--- config.mk ---
export PLATFORM = sky130hd
export DESIGN_NAME = mem_port_arbiter
export DESIGN_NICKNAME = d
export VERILOG_FILES = /design/src/rtl/mem_arb_pkg.sv /design/src/rtl/arb_wait_counter.sv /design/src/rtl/mem_port_arbiter.sv
export SDC_FILE = /design/constraint.sdc
export NUM_CORES = 1
export LEC_CHECK = 0
export CORE_AREA = 5 5 101 103
export CTS_CLUSTER_DIAMETER = 150
export DETAILED_ROUTE_END_ITERATION = 7
export DIE_AREA = 0 0 106 108
export DONT_BUFFER_PORTS = 1
export PLACE_DENSITY_LB_ADDON = 0.3
export SYNTH_ARGS = -nofsm -noshare
export SYNTH_HDL_FRONTEND = slang
export SYNTH_SLANG_ARGS = --single-unit
export TNS_END_PERCENT = 10
--- constraint.sdc ---
create_clock -name clk -period 2.25 [get_ports clk]
set_input_delay 0.45 -clock clk [delete_from_list [all_inputs] [get_ports clk]]
set_output_delay 0.45 -clock clk [all_outputs]
set_load 0.005 [all_outputs]
--- src/rtl/mem_arb_pkg.sv ---
// Shared types and default sizing for the memory port arbiter.
//   arb_state_e : arbiter mode, ARB (priority/starvation) or LOCK (debug owns port)
//   *_DEF       : default address width, data width and debug starvation limit
package mem_arb_pkg;

  localparam int unsigned ADDR_W_DEF   = 32;
  localparam int unsigned DATA_W_DEF   = 32;
  localparam int unsigned MAX_WAIT_DEF = 3;

  typedef enum logic {
    ARB  = 1'b0,
    LOCK = 1'b1
  } arb_state_e;

endpackage

--- src/rtl/arb_wait_counter.sv ---
// Counts cycles the debug port has been refused; saturates at MAX_WAIT.
//   clk, reset : clock, async active-low reset
//   inc        : debug requested but was not granted this cycle
//   clr        : debug granted or not requesting (takes priority over inc)
//   at_max     : count has reached MAX_WAIT, debug must win next arbitration
module arb_wait_counter
  import mem_arb_pkg::*;
#(
  parameter int unsigned MAX_WAIT = MAX_WAIT_DEF
) (
  input  logic clk,
  input  logic reset,
  input  logic inc,
  input  logic clr,
  output logic at_max
);

  localparam int unsigned CNT_W = $clog2(MAX_WAIT + 1);

  logic [CNT_W-1:0] cnt;

  // Saturating counter, cleared whenever debug stops waiting.
  always_ff @(posedge clk or negedge reset) begin
    if (!reset) begin
      cnt <= '0;
    end else if (clr) begin
      cnt <= '0;
    end else if (inc && !at_max) begin
      cnt <= cnt + CNT_W'(1);
    end
  end

  assign at_max = (cnt == CNT_W'(MAX_WAIT));

endmodule

--- src/rtl/mem_port_arbiter.sv ---
// Two-port arbiter (CPU, debug/loader) in front of one shared memory.
//   clk, reset                    : clock, async active-low reset
//   cpu_req/we/addr/wdata         : CPU transfer request
//   cpu_gnt, cpu_rvalid           : CPU accept (combinational), read result valid
//   dbg_req/we/addr/wdata/lock    : debug transfer request, lock asks for exclusivity
//   dbg_gnt, dbg_rvalid           : debug accept (combinational), read result valid
//   rd_data                       : registered read data shared by both ports
//   mem_addr/wdata/read/write     : memory command, zero when idle
//   mem_rdata                     : combinational memory read data
// CPU has priority, except that debug is forced through after MAX_WAIT lost
// cycles; a granted debug transfer with lock set holds the port until released.
module mem_port_arbiter
  import mem_arb_pkg::*;
#(
  parameter int unsigned ADDR_W   = ADDR_W_DEF,
  parameter int unsigned DATA_W   = DATA_W_DEF,
  parameter int unsigned MAX_WAIT = MAX_WAIT_DEF
) (
  input  logic              clk,
  input  logic              reset,
  input  logic              cpu_req,
  input  logic              cpu_we,
  input  logic [ADDR_W-1:0] cpu_addr,
  input  logic [DATA_W-1:0] cpu_wdata,
  output logic              cpu_gnt,
  output logic              cpu_rvalid,
  input  logic              dbg_req,
  input  logic              dbg_we,
  input  logic [ADDR_W-1:0] dbg_addr,
  input  logic [DATA_W-1:0] dbg_wdata,
  input  logic              dbg_lock,
  output logic              dbg_gnt,
  output logic              dbg_rvalid,
  output logic [DATA_W-1:0] rd_data,
  output logic [ADDR_W-1:0] mem_addr,
  output logic [DATA_W-1:0] mem_wdata,
  output logic              mem_read,
  output logic              mem_write,
  input  logic [DATA_W-1:0] mem_rdata
);

  arb_state_e state;
  arb_state_e state_nxt;
  logic       at_max;
  logic       wait_inc;
  logic       wait_clr;
  logic       cpu_rd;
  logic       dbg_rd;

  // Debug starvation tracking.
  assign wait_inc = dbg_req & ~dbg_gnt;
  assign wait_clr = dbg_gnt | ~dbg_req;

  arb_wait_counter #(
    .MAX_WAIT (MAX_WAIT)
  ) u_wait (
    .clk    (clk),
    .reset  (reset),
    .inc    (wait_inc),
    .clr    (wait_clr),
    .at_max (at_max)
  );

  // State register.
  always_ff @(posedge clk or negedge reset) begin
    if (!reset) begin
      state <= ARB;
    end else begin
      state <= state_nxt;
    end
  end

  // Grant decision and next state; grants are forced low while in reset.
  always_comb begin
    state_nxt = state;
    cpu_gnt   = 1'b0;
    dbg_gnt   = 1'b0;
    if (reset) begin
      case (state)
        ARB: begin
          if (dbg_req && (!cpu_req || at_max)) begin
            dbg_gnt = 1'b1;
            if (dbg_lock) begin
              state_nxt = LOCK;
            end
          end else begin
            cpu_gnt = cpu_req;
          end
        end
        LOCK: begin
          dbg_gnt = dbg_req;
          if (!dbg_lock || !dbg_req) begin
            state_nxt = ARB;
          end
        end
        default: state_nxt = ARB;
      endcase
    end
  end

  // Memory command mux from the granted port.
  always_comb begin
    mem_addr  = '0;
    mem_wdata = '0;
    mem_read  = 1'b0;
    mem_write = 1'b0;
    if (cpu_gnt) begin
      mem_addr  = cpu_addr;
      mem_wdata = cpu_wdata;
      mem_read  = ~cpu_we;
      mem_write = cpu_we;
    end else if (dbg_gnt) begin
      mem_addr  = dbg_addr;
      mem_wdata = dbg_wdata;
      mem_read  = ~dbg_we;
      mem_write = dbg_we;
    end
  end

  assign cpu_rd = cpu_gnt & ~cpu_we;
  assign dbg_rd = dbg_gnt & ~dbg_we;

  // One-cycle read return; rd_data holds between reads.
  always_ff @(posedge clk or negedge reset) begin
    if (!reset) begin
      cpu_rvalid <= 1'b0;
      dbg_rvalid <= 1'b0;
      rd_data    <= '0;
    end else begin
      cpu_rvalid <= cpu_rd;
      dbg_rvalid <= dbg_rd;
      if (cpu_rd || dbg_rd) begin
        rd_data <= mem_rdata;
      end
    end
  end

endmodule
Word-level counts from Yosys, hierarchy flattened
Index checks and enable logic that the tools add are counted.
- input bits: 167
- register bits after elaboration: 37
- logic and storage cells: 46
- reduce and logical (&&, ||, !) cells: 10
- $add $sub $neg: 1
- multiplexer cells: 20
- bitwise logic cells: 9
- equal/unequal tests: 1
- operators with widths (kind ; number):
    two-way mux 32 bit ; 4
    two-way mux 1 bit ; 12
    NOT 1 bit ; 5
    zero test 1 bit ; 4
    two-way mux 2 bit ; 2
    case mux 1 bit (2 select lines) ; 2
    bitwise AND 1 bit ; 3
    logical OR 1 bit ; 3
    adder 2 x 1 -> 2 bit (second input constant) ; 1
    == test 2 bit (second input constant) ; 1
    logical AND 1 bit ; 2
    nonzero test 2 bit ; 1
    bitwise OR 1 bit ; 1

Longest topological paths before layout
- depth in word-level cells: 11
- mapped depth: 7
- mapped depth without buffers: 5

Cells and area by module
A second synthesis with hierarchy kept.
- cell total of the unflattened synthesis: 173
- area, all modules: 2242.2 um2
- by module, submodules not included (module ; cells an instance ; times used ; area an instance (um2)):
    mem_port_arbiter ; 163 ; 1 ; 2118.3
    arb_wait_counter ; 10 ; 1 ; 123.9

Least setup slack after synthesis
Ideal clock, no wire load.
- path type: register -> output
- start: reg u_wait.cnt[0]
- end: out mem_addr[0]
- setup slack: 0.291 ns
- cell stages (with the launch flop): 7
- path buffers: 2
- arrival: 1.509 ns
- required time: 1.800 ns
- path through: dfrtp_1 -> ha_1 -> o211ai_4 -> inv_1 -> buf_2 -> buf_2 -> a22o_1
- cells in the longest elaborated chain, start to end: 8
- elaborated cells between the ends (all ways): 11
- ends and longest elaborated chain (element ; RTL line ; RTL):
    start, declared ; arb_wait_counter.sv:20 ; logic [CNT_W-1:0] cnt;
    start signal, assigned ; arb_wait_counter.sv:29 ; cnt <= cnt + CNT_W'(1);
    == test 2 bit (*) ; arb_wait_counter.sv:33 ; assign at_max = (cnt == CNT_W'(MAX_WAIT));
    logical OR 1 bit (*) ; mem_port_arbiter.sv:81 ; if (dbg_req && (!cpu_req || at_max)) begin
    logical AND 1 bit (*) ; mem_port_arbiter.sv:81 ;
    two-way mux 1 bit ; mem_port_arbiter.sv:81 ;
    case mux 1 bit (2 select lines) ; mem_port_arbiter.sv:79 ; case (state)
    two-way mux 1 bit ; mem_port_arbiter.sv:78 ; if (reset) begin
    two-way mux 32 bit ; mem_port_arbiter.sv:112 ; end else if (dbg_gnt) begin
    two-way mux 32 bit (*) ; mem_port_arbiter.sv:107 ; if (cpu_gnt) begin
    end, declared ; mem_port_arbiter.sv:35 ; output logic [ADDR_W-1:0] mem_addr,
Every way passes the cells marked *; elsewhere a longest branch is shown, timed or not.

Final worst setup path
- start: reg u_wait.cnt[0]
- end: out mem_wdata[23]
- cells in the longest elaborated chain, start to end: 8
- elaborated cells between the ends (all ways): 11
- ends and longest elaborated chain (element ; RTL line ; RTL):
    == test 2 bit (*) ; arb_wait_counter.sv:33 ;
    logical OR 1 bit (*) ; mem_port_arbiter.sv:81 ;
    logical AND 1 bit (*) ; mem_port_arbiter.sv:81 ;
    two-way mux 1 bit ; mem_port_arbiter.sv:81 ;
    case mux 1 bit (2 select lines) ; mem_port_arbiter.sv:79 ;
    two-way mux 1 bit ; mem_port_arbiter.sv:78 ;
    two-way mux 32 bit ; mem_port_arbiter.sv:112 ;
    two-way mux 32 bit (*) ; mem_port_arbiter.sv:107 ;
    end, declared ; mem_port_arbiter.sv:36 ; output logic [DATA_W-1:0] mem_wdata,
Marks and branches as above.

==> results.md <==
- Outcome: complete, no violations
- CP max stage delay: around 0.42 ns
- Post-route ant nets: 0
- Worst R2R Start: u_wait.cnt[0]
- Largest net degree at the start of global routing: 57
- Fmax: 466 MHz
- Final core occ: 26.7%
- Maximum root-to-sink buffer count: 2
- Post-synthesis net count: 338
- Rel. slew slack: 84.4%
- H-Tree Depth: 2
- Total GRT Usage: 14.3%
- Post-DP HPWL: 7640 um
- HP Class: input port to register
- Nets: 336
- Hold Path Sink: dbg_rvalid
- Worst EP arrival: 1.70 ns
- Max-Cap Viols: 0
- WP data required: 1.80 ns
- Total I/O pin count: 269
- Final WL: about 9000 um
- Final Hold Viols: 0
- Final setup violation count: 0
- Die W: 106 um
- I/O Buffers: 0
- Num rows: 35
- P per Cell Area: 771 nW/um^2
- Levels on crit path: 6
- Clk slew on worst S/H paths: 0.07 ns
- Final min period: 2.15 ns
- First-pass GRT wire length: 11800 um
- CTS tree: done
- Synth Cell Area: 2100 sq um
- Vias in the first global route: 1631
- Post-synthesis sequential element count: 37
- Crit start category: register
- Num CTS Buffers: 5
- Worst hold stages: 1
- Slew Viols, Final: 0
- Post-route setup slack: about 0.10 ns
- Mean Syn Cell Area: ~12 sq um
- Via-to-Cell Ratio: about 5.8
- Grt ovf: 0
- Clock Tree Root: clkbuf_8
- Count of cell types in the netlist: 20
- Wire length per cell: 32.9 um
- Share of layout cells above drive strength 1: between 30% and 40%
- Fill count: slightly above 900
- Leakage power: roughly 0.99 nW
- Max Clock Skew: 0.00975 ns
- WP buf/inv: 2
- CP Capture Type: output port
- Slowest cell on crit path: dfrtp_1
- Clock sink count: 37
- Min-delay src: dbg_we
- Largest delay contributor family on the critical path: flip-flops
- Final TNS setup: 0 ns
- Total Power: 0.00188 W
- Die footprint: roughly 11000 sq um
- Peak VDD IR: roughly 0.00044 V
- Fin crit share: 95.3%
- Slew @ Worst Pin: ~0.23 ns
- Synth Instances: 170
- R2R cell count: 6
- Worst r2r dst: rd_data[5]
- Place WS: 0.242 ns
- Number of DRC markers in iteration 0: between 100 and 150
- Worst R2R Setup Slack: 0.48 ns
- Kind of critical path: register to output port
- DR DRC count: 0
- Synth warn: 0
- Initial antenna violation count: 2
- Most frequent cells in the layout: a22o_1, dfrtp_1, mux2_2
- Post-synthesis sequential area ratio: 44.1%
- Worst-Skew Late Latency: 0.29 ns
- DRT Pass-1 Iters: 4
- Placer Congestion: roughly 0.76
- Initial Util: 23.1%
- Commonest non-fill, non-tap cell in the layout: a22o_1
- Critical Path Fanout Max: 10
- Die height: about 110 um
- Critical Path, Cell by Cell: ha_4 -> nand2_1 -> nand3_2 -> inv_6 -> buf_4 -> a22o_1
- Via count: 1636
- Unrepaired setup endpoints after global routing: yes
- Core area: 9110 sq um
- Syn-to-layout area delta: 15.7%
-- worst max-delay path by stage --
stage / slack [ns] / endpoint / from
3_3_place_gp: 0.29 / mem_wdata[8] / u_wait.cnt[0]
5_1_grt: -0.04 / mem_wdata[7] / u_wait.cnt[0]
3_5_place_dp: 0.24 / mem_wdata[8] / u_wait.cnt[0]
6_report: 0.10 / mem_wdata[23] / u_wait.cnt[0]
2_1_floorplan: 0.29 / mem_addr[0] / u_wait.cnt[0]
4_1_cts: 0.01 / mem_wdata[16] / u_wait.cnt[0]
-- metrics by stage --
step                      area [sq um]  cells  hold WS [ns]
after floorplan                   2100    170         0.154
after global placement            2220    269         0.155
after detailed placement          2220    269         0.155
after CTS                         2410    280         0.204
after global routing              2430    282         0.204
final                             2430    282         0.223
-- kinds of logic (layout without fill, tap and decap cells) --
family          after synthesis  in the layout  synth area share [%]
flops                        37             37                  44.1
simple gates                 10             10                  2.74
fa+ha+maj                     1              1                 0.595
other cells                   0              2                     0
buf+inv                      20             19                  5.24
compound gates               68             68                  29.3
mux                          33             33                  17.6
xor+xnor                      1              1                 0.417
-- power breakdown --
group	internal (W)	total (W)	leakage, nW	switching [W]
Clock	0.000277	0.000514	0.0543	0.000237
Combinational	0.000231	0.000424	0.496	0.000193
Sequential	0.000816	0.000938	0.444	0.000122
Total	0.00132	0.00188	0.994	0.000552
-- cell type report --
type / instances / area [sq um] / area share (%)
Multi-Input combinational cell: 113 / 1110 / 45.6
Sequential cell: 37 / 926 / 38.1
Tap cell: 111 / 139 / 5.71
Timing Repair Buffer: 8 / 133 / 5.46
Clock buffer: 7 / 96.3 / 3.96
Inverter: 3 / 18.8 / 0.772
Clock inverter: 1 / 5.00 / 0.206
Antenna cell: 2 / 5.00 / 0.206
-- synth_stat cells --
cell / n / area [sq um]
a22o_1: 65 / 569
dfrtp_1: 37 / 926
mux2_2: 30 / 338
buf_2: 10 / 50.1
clkbuf_1: 4 / 15.0
nor2_1: 4 / 15.0
buf_6: 3 / 33.8
nand2_1: 3 / 11.3
inv_1: 2 / 7.51
mux2_1: 2 / 22.5
and2b_1: 1 / 7.51
ha_1: 1 / 12.5
inv_2: 1 / 3.75
mux2i_1: 1 / 10.0
nand2b_4: 1 / 13.8
nand3_2: 1 / 10.0
o211ai_4: 1 / 21.3
o21ai_0: 1 / 5.00
o22ai_4: 1 / 20.0
xor2_1: 1 / 8.76
-- routing by layer --
metal  GRT usage (%)  share of wire [%]  vias to the layer above
li1                -                  -                      664
met1            16.9                 34                      806
met2            22.6                 49                      145
met3            6.15                 12                       21
met4            6.48                4.5                        0
met5               0                  0                        -
-- repair_timing --
item | 4_1_cts | 5_1_grt
hold buffers | 2 | 0
endpoints found under the setup margin | 57 | 14
setup buffers | 0 | 0
cloned | 1 | 0
resized for setup | 6 | 7
hold endpoints to repair | 37 | 0
-- state kept, by name, indices dropped and copies added, names as in the netlist --
name,count
cpu_rvalid,1
u_wait.cnt,2
rd_data,32
state,1
dbg_rvalid,1
Note: power is estimated with default switching activity, not from simulation.
